--- src/rtl/edge_pkg.sv ---
// rtl/edge_pkg.sv - shared state type and default parameters for the anchor sequencer
package edge_pkg;

  typedef enum logic [1:0] {
    IDLE       = 2'd0,
    PROCESSING = 2'd1,
    DONE       = 2'd2
  } seq_state_t;

  localparam int COORD_W_DEF    = 16;
  localparam int NUM_STAGES_DEF = 5;
  localparam int STEP_X_DEF     = 1;
  localparam int STEP_Y_DEF     = 1;
  localparam int X_OFFSET_DEF   = 4;

endpackage

--- src/rtl/step_counter.sv ---
// rtl/step_counter.sv - strided coordinate counter that wraps to 0 once count+STEP reaches limit
module step_counter #(
  parameter int WIDTH = 16,
  parameter int STEP  = 1
) (
  input  logic             clk,
  input  logic             rst,
  input  logic             clear,
  input  logic             enable,
  input  logic [WIDTH:0]   limit,
  output logic [WIDTH-1:0] count,
  output logic             at_last
);

  logic [WIDTH-1:0] count_q, count_d;
  logic [WIDTH:0]   sum;

  // One extra bit so count+STEP can never wrap past limit unnoticed
  assign sum     = {1'b0, count_q} + (WIDTH+1)'(STEP);
  assign at_last = (sum >= limit);

  always_comb begin
    count_d = count_q;
    if (clear) begin
      count_d = '0;
    end else if (enable) begin
      count_d = at_last ? '0 : sum[WIDTH-1:0];
    end
  end

  always_ff @(posedge clk or posedge rst) begin
    if (rst) begin
      count_q <= '0;
    end else begin
      count_q <= count_d;
    end
  end

  assign count = count_q;

endmodule

--- src/rtl/anchor_sequencer.sv ---
// rtl/anchor_sequencer.sv - raster-walks the processing anchor, advancing when every stage is final
// Optional stall counter enabled by defining ANCHOR_SEQ_STALL_CNT_EN.
module anchor_sequencer
  import edge_pkg::*;
#(
  parameter int COORD_W    = COORD_W_DEF,
  parameter int NUM_STAGES = NUM_STAGES_DEF,
  parameter int STEP_X     = STEP_X_DEF,
  parameter int STEP_Y     = STEP_Y_DEF,
  parameter int X_OFFSET   = X_OFFSET_DEF
) (
  input  logic                  clk,
  input  logic                  rst,
  input  logic                  start,
  input  logic                  abort,
  input  logic [NUM_STAGES-1:0] stage_final,
  input  logic [COORD_W-1:0]    width,
  input  logic [COORD_W-1:0]    height,
  output logic                  read_enable,
  output logic                  write_enable,
  output logic                  anchor_moving,
  output logic [COORD_W-1:0]    anchor_x,
  output logic [COORD_W-1:0]    anchor_y,
  output logic                  busy,
  output logic                  process_done,
  output logic [31:0]           stall_count
);

  seq_state_t         state_q, state_d;
  logic [COORD_W-1:0] width_q, height_q;
  logic [COORD_W:0]   x_end;
  logic               all_final, last_x, last_y;
  logic               start_ok, clear_anchor, done_q;

  assign all_final     = &stage_final;
  assign start_ok      = (state_q == IDLE) && start && !abort;
  assign x_end         = {1'b0, width_q} + (COORD_W+1)'(X_OFFSET);
  assign anchor_moving = (state_q == PROCESSING) && all_final && !(last_x && last_y);
  // Counters sit at (0,0) whenever the walk is not running, so IDLE always shows the origin
  assign clear_anchor  = abort || (state_q != PROCESSING);

  step_counter #(.WIDTH(COORD_W), .STEP(STEP_X)) u_x (
    .clk     (clk),
    .rst     (rst),
    .clear   (clear_anchor),
    .enable  (anchor_moving),
    .limit   (x_end),
    .count   (anchor_x),
    .at_last (last_x)
  );

  step_counter #(.WIDTH(COORD_W), .STEP(STEP_Y)) u_y (
    .clk     (clk),
    .rst     (rst),
    .clear   (clear_anchor),
    .enable  (anchor_moving && last_x),
    .limit   ({1'b0, height_q}),
    .count   (anchor_y),
    .at_last (last_y)
  );

  always_comb begin
    state_d = state_q;
    case (state_q)
      IDLE: begin
        if (start_ok) begin
          state_d = (width == '0 || height == '0) ? DONE : PROCESSING;
        end
      end
      PROCESSING: begin
        if (all_final && last_x && last_y) begin
          state_d = DONE;
        end
      end
      DONE:    state_d = IDLE;
      default: state_d = IDLE;
    endcase
    if (abort) begin
      state_d = IDLE;
    end
  end

  always_ff @(posedge clk or posedge rst) begin
    if (rst) begin
      state_q  <= IDLE;
      width_q  <= '0;
      height_q <= '0;
      done_q   <= 1'b0;
    end else begin
      state_q <= state_d;
      done_q  <= (state_d == DONE);
      if (start_ok) begin
        width_q  <= width;
        height_q <= height;
      end
    end
  end

  assign busy         = (state_q != IDLE);
  assign read_enable  = (state_q == PROCESSING);
  assign process_done = done_q;
  assign write_enable = anchor_moving && ({1'b0, anchor_x} >= (COORD_W+1)'(X_OFFSET));

`ifdef ANCHOR_SEQ_STALL_CNT_EN
  logic [31:0] stall_q;

  always_ff @(posedge clk or posedge rst) begin
    if (rst) begin
      stall_q <= '0;
    end else if (start_ok) begin
      stall_q <= '0;
    end else if ((state_q == PROCESSING) && !all_final && (stall_q != '1)) begin
      stall_q <= stall_q + 32'd1;
    end
  end

  assign stall_count = stall_q;
`else
  assign stall_count = '0;
`endif

endmodule
--- config.mk ---
export PLATFORM = sky130hd
export DESIGN_NAME = anchor_sequencer
export DESIGN_NICKNAME = d
export VERILOG_FILES = /design/src/rtl/edge_pkg.sv /design/src/rtl/step_counter.sv /design/src/rtl/anchor_sequencer.sv
export SDC_FILE = /design/constraint.sdc
export NUM_CORES = 1
export LEC_CHECK = 0
export BUFFER_PORTS_ARGS = -buffer_cell sky130_fd_sc_hd__buf_2
export CORE_ASPECT_RATIO = 1.4
export CORE_MARGIN = 1.5
export CORE_UTILIZATION = 55
export DETAILED_ROUTE_END_ITERATION = 16
export GPL_ROUTABILITY_DRIVEN = 0
export GPL_TIMING_DRIVEN = 1
export PLACE_DENSITY = 0.82
export SETUP_SLACK_MARGIN = 0.4
export SLEW_MARGIN = 20
export SYNTH_ARGS = -nofsm -noshare
export SYNTH_HDL_FRONTEND = slang
export SYNTH_SLANG_ARGS = --single-unit
export TNS_END_PERCENT = 1
--- constraint.sdc ---
create_clock -name clk -period 10.1 [get_ports clk]
set_clock_uncertainty 0.15 [all_clocks]
set_input_delay 1.515 -clock clk [delete_from_list [all_inputs] [get_ports clk]]
set_output_delay 1.515 -clock clk [all_outputs]
set_load 0.02 [all_outputs]
# Yosys cells after proc, flatten, opt, wreduce, memory -nomap -nowiden
# Index checks and enable logic that the tools add are counted.
[word_totals]
register_bits = 67
output_inout_bits = 69
word_cells = 46
[classes]
n_addsub = 3
n_lt_le_gt_ge = 3
eq_ne = 3
muxes = 11
n_reduce_logical = 20
[op_table]
columns = ["op", "count"]
rows = [
  ["$mux 16", 6],
  ["$add 16x1->17 const B", 2],
  ["$logic_not 16->1", 2],
  ["$add 16x3->17 const B", 1],
  ["$ge 17x16->1", 1],
  ["$ge 17x17->1", 1],
  ["$ge 16x3->1 const B", 1],
  ["$logic_and 1x1->1", 9],
  ["$mux 2", 4],
  ["$reduce_bool 2->1", 3],
  ["$reduce_and 5->1", 1],
  ["$pmux 2 s2", 1],
  ["$eq 2x1->1 const B", 1],
  ["$eq 2x2->1 const B", 1],
  ["$logic_not 1->1", 2],
  ["$logic_not 2->1", 1],
  ["$logic_or 1x1->1", 2],
  ["$ne 2x1->1 const B", 1],
]

# Logic depth before layout (Yosys ltp)
[logic_depth]
ltp_word = 8
ltp_mapped = 16
ltp_nobuf = 13

# Cells and area by module
# From an unflattened synthesis, not the netlist that was laid out.
[unflattened]
hier_cells = 512
hier_area_um2 = 4782.1
[by_module_without_submodules]
columns = ["mod", "instances", "cells_per_inst", "area_each_um2", "seq_area_each_um2"]
rows = [
  ["step_counter", 2, 170, 1368.8, 400.4],
  ["anchor_sequencer", 1, 172, 2044.5, 875.8],
]

# Least setup slack after synthesis
# Ideal clock, no wire load.
[synth_timing]
kind = "reg2out"
from = "reg u_x.count_q[0] (netlist: u_x.count[0])"
to = "out write_enable"
arrival_time_ps = 3412
slack_ps = 5023
stages_incl_launch_ff = 14
path_cell_list = "dfrtp_1 ha_1 nand3_1 nor3_2 nand3_1 xnor2_1 ha_1 a21oi_1 o21ai_0 a221oi_1 o21a_1 buf_2 nand2_1 a21oi_1"
[synth_between]
elab_chain_len = 6
word_cells_on_any_way = 7
[synth_lines]
columns = ["element", "line", "source"]
rows = [
  ["from (decl)", "step_counter.sv:15", "logic [WIDTH-1:0] count_q, count_d;"],
  ["from (signal assigned)", "step_counter.sv:35", "count_q <= count_d;"],
  ["$add 16x1->17", "step_counter.sv:19", "assign sum = {1'b0, count_q} + (WIDTH+1)'(STEP);"],
  ["$ge 17x17->1", "step_counter.sv:20", "assign at_last = (sum >= limit);"],
  ["$logic_and 1x1->1", "anchor_sequencer.sv:38", "assign anchor_moving = (state_q == PROCESSING) && all_final && !(last_x && last_y);"],
  ["$logic_not 1->1", "anchor_sequencer.sv:38", ""],
  ["$logic_and 1x1->1", "anchor_sequencer.sv:38", ""],
  ["$logic_and 1x1->1 (*)", "anchor_sequencer.sv:102", "assign write_enable = anchor_moving && ({1'b0, anchor_x} >= (COORD_W+1)'(X_OFFSET));"],
  ["to (decl)", "anchor_sequencer.sv:20", "output logic write_enable,"],
]
# Every way passes the cells marked *; elsewhere a longest branch is shown, timed or not.

# Worst setup path after layout
# Same ends and word-level chain as after synthesis.

==> key figures <==
Synthesis
  – Post-synth EDFFs: 0
  – Async SR Flop Fraction: 1.00
  – Sequential area share after synthesis: 0.344
  – Syn avg cell area: 8.87 sq um
  – Ys flop type: dfrtp_1
  – Synth Register Bits: 67
  – Mapped Cells: 550
  – Post-synth top area cell: dfrtp_1
  – Main area contributors after synthesis: dfrtp_1, ha_1, buf_4
  – Synthesized area: 4880 sq um
  – Post-synth cell types: 56
  – Synth Warn #: 0
  – Share of the synthesized area in the top cell type: 0.344

GRT
  – Largest net degree at the start of global routing: 68
  – Grt ovf: 0
  – Antenna violations before repair: 0
  – GRT Util Overall: 0.271
  – Vias in the first global route: 4,106
  – Global-route wire length before repair: 19,300 microns

STA
  – Final Hold Vio Count: 0
  – Slew @ Worst Pin: 1130 ps
  – Hold_ws: 394 ps
  – Top achievable clock speed: 171 MHz
  – Fin Setup TNS: 0 ps
  – Setup violations, final: 0
  – Rel. slew slack: 0.248
  – Tcrit/Tclk final: 0.579
  – Final worst path period need: 5850 ps
  – Unrepaired setup endpoints after global routing: no
  – Slew Limit Fails: 0

Floorplan
  – Core Box Area: 8610 sq um
  – Starting Density: 0.566
  – Die Y: 114 microns
  – I/O pin cnt: 110
  – Die area: 9450 sq um
  – Row count: 40
  – Die Wd: 82.6 microns

Power
  – PD cells: 142 nW/um^2
  – Pwr Total: 0.000785 W
  – Leakage: 2.54 nW
  – Peak VDD IR: 0.000142 V

Clock tree
  – CTS Buf Count: 9
  – Cts repair resizes: 0
  – H-tree levels: 3
  – Worst skew pair latency: 340 ps
  – CTS clk-pin slew, worst paths: 50 ps
  – CTS tree: done
  – Setup repair bufs after CTS: 0
  – CTS Buffer Depth: 2
  – CTS Hold Bufs: 0
  – CTS Root Cell: clkbuf_16
  – # clock sinks: 67

Critical path
  – Critical path endpoint category: primary output
  – Reg2reg setup slack: 6080 ps
  – CP Data Required Time: 8440 ps
  – Crit path DAT: 4190 ps
  – Worst Path Max Fanout: 44
  – Setup crit start kind: register
  – FF-to-FF Start: u_x.count[0]$_DFFE_PP0P_
  – CP startpoint: u_x.count[0]$_DFFE_PP0P_
  – Crit Path Class: reg2out

Detailed routing
  – Drt drc: 0
  – Routed Antenna Nets: 0
  – Drt pass-1 iters: 5
  – DR iter-0 viols: 303
  – WL per Instance: 16.6 microns
  – Via count: 4,334
  – Final wirelength: 12,100 microns
  – DR vias/cell: 5.97

Final layout
  – N_diodes: 0
  – Fin util: 0.642
  – Share of post-route cells with drive strength above 1: 0.203
  – Area Growth Syn to Fin: 13.3%
  – Fin nets: 694
  – Layout filler cell count: 730

Placement
  – Port bufs: 77
  – HPWL Detailed: 8800 microns

Worst hold path
  – Worst Hold Class: reg2reg
  – Min-delay src: height_q[0]$_DFFE_PP0P_

Job
  – # Max-Cap Violations: 0

Status
  – Status: finished clean
==> cell usage after synthesis (3+ instances only) <==
| cell type | number |
|---|---|
| nand2_1 | 59 |
| nand3_1 | 21 |
| inv_1 | 29 |
| clkbuf_1 | 14 |
| ha_1 | 37 |
| dfrtp_1 | 67 |
| buf_2 | 10 |
| nor2_1 | 16 |
| nor3_1 | 6 |
| a21o_1 | 4 |
| a21oi_1 | 38 |
| nand2b_1 | 3 |
| mux2_2 | 16 |
| or3_1 | 4 |
| o211ai_1 | 13 |
| and4_1 | 4 |
| nand4_1 | 12 |
| nor4_1 | 14 |
| o21ai_0 | 23 |
| o31ai_1 | 13 |
| or4_1 | 14 |
| buf_4 | 35 |
| xnor2_1 | 26 |
| and3_1 | 6 |
| o21ai_1 | 7 |
| nor2b_1 | 4 |
| xor2_1 | 14 |
| o32ai_1 | 4 |
==> worst max-delay path, stage by stage (launching register included) <==
cell and delay [ps]:
dfrtp_1 450, ha_1 260, nand3_1 240, nor3_2 440, nand3_1 190, xnor2_1 170, ha_1 310, a21oi_1 120
o21ai_0 110, a221oi_1 360, o21a_1 170, buf_4 370, nand2_1 260, a21oi_1 210, buf_2 180
==> kinds of logic after synthesis <==
family | after synthesis | share of synthesized area
multiplexers | 18 | 0.0411
flip-flops | 67 | 0.344
buffers and inverters | 88 | 0.0973
adder cells (fa/ha/maj) | 37 | 0.0949
AO/OA/AOI/OAI | 120 | 0.154
XOR/XNOR | 40 | 0.0719
AND/OR/NAND/NOR | 179 | 0.196
other | 1 | 0.000769
==> sequential cells by signal (all words and copies together) (netlist names) <==
signal / flops
height_q: 16
u_x.count: 16
u_y.count: 16
width_q: 16
state_q: 2
process_done: 1
==> cell usage in the layout (no fill, tap or decap), types with 6 or more instances in the layout <==
master and count:
o211ai_1 13, nand3_1 21, xnor2_1 26, and3_1 6
o21ai_1 7, buf_2 77, inv_1 28, buf_4 6
o31ai_1 13, mux2_2 16, nand4_1 12, xor2_1 14
a21oi_1 38, ha_1 37, nor4_1 14, dfrtp_1 67
or4_1 14, clkbuf_16 9, o21ai_0 23, conb_1 32
nand2_1 59, nor2_1 16, nor3_1 6
==> area by class of cell <==
| type | count | area (sq um) | share of cell area |
|---|---|---|---|
| well taps | 105 | 131 | 0.0238 |
| clock buffers | 10 | 239 | 0.0433 |
| inverters | 29 | 109 | 0.0197 |
| multi-input cells | 426 | 2850 | 0.516 |
| repair buffers | 83 | 430 | 0.0779 |
| flip-flops and latches | 67 | 1680 | 0.304 |
| clock inverters | 6 | 88.8 | 0.0161 |
==> path summary, 6_finish.rpt <==
| check | cells past startpoint | to |
|---|---|---|
| max | 14 | write_enable |
| min | 1 | height_q[0]$_DFFE_PP0P_ |
| max reg2reg | 13 | u_x.count[15]$_DFFE_PP0P_ |
| min reg2reg | 1 | height_q[0]$_DFFE_PP0P_ |
| max in group asynchronous | 3 | u_x.count[15]$_DFFE_PP0P_ |
| min in group asynchronous | 3 | width_q[0]$_DFFE_PP0P_ |
==> report_power, final <==
part	switching, W	leakage [nW]	internal, W
logic	0.0000763	1.51	0.0000492
registers	0.0000218	0.873	0.000295
clock network	0.000119	0.155	0.000223
==> layer usage <==
| layer | vias to the layer above | GRT usage | wire length, microns |
|---|---|---|---|
| met5 | - | 0 | 0 |
| met4 | 0 | 0.153 | 533 |
| met3 | 36 | 0.0526 | 638 |
| met2 | 178 | 0.457 | 6300 |
| met1 | 2064 | 0.312 | 4580 |
| li1 | 2056 | - | - |
==> through the flow <==
step	instance area, sq um	setup slack [ps]	instances
3_3_place_gp	5190	4890	710
5_1_grt	5520	3990	726
3_5_place_dp	5190	4690	710
4_1_cts	5520	4280	726
6_report	5520	4250	726
2_1_floorplan	4990	5020	581
(Power assumes the default switching activity.)
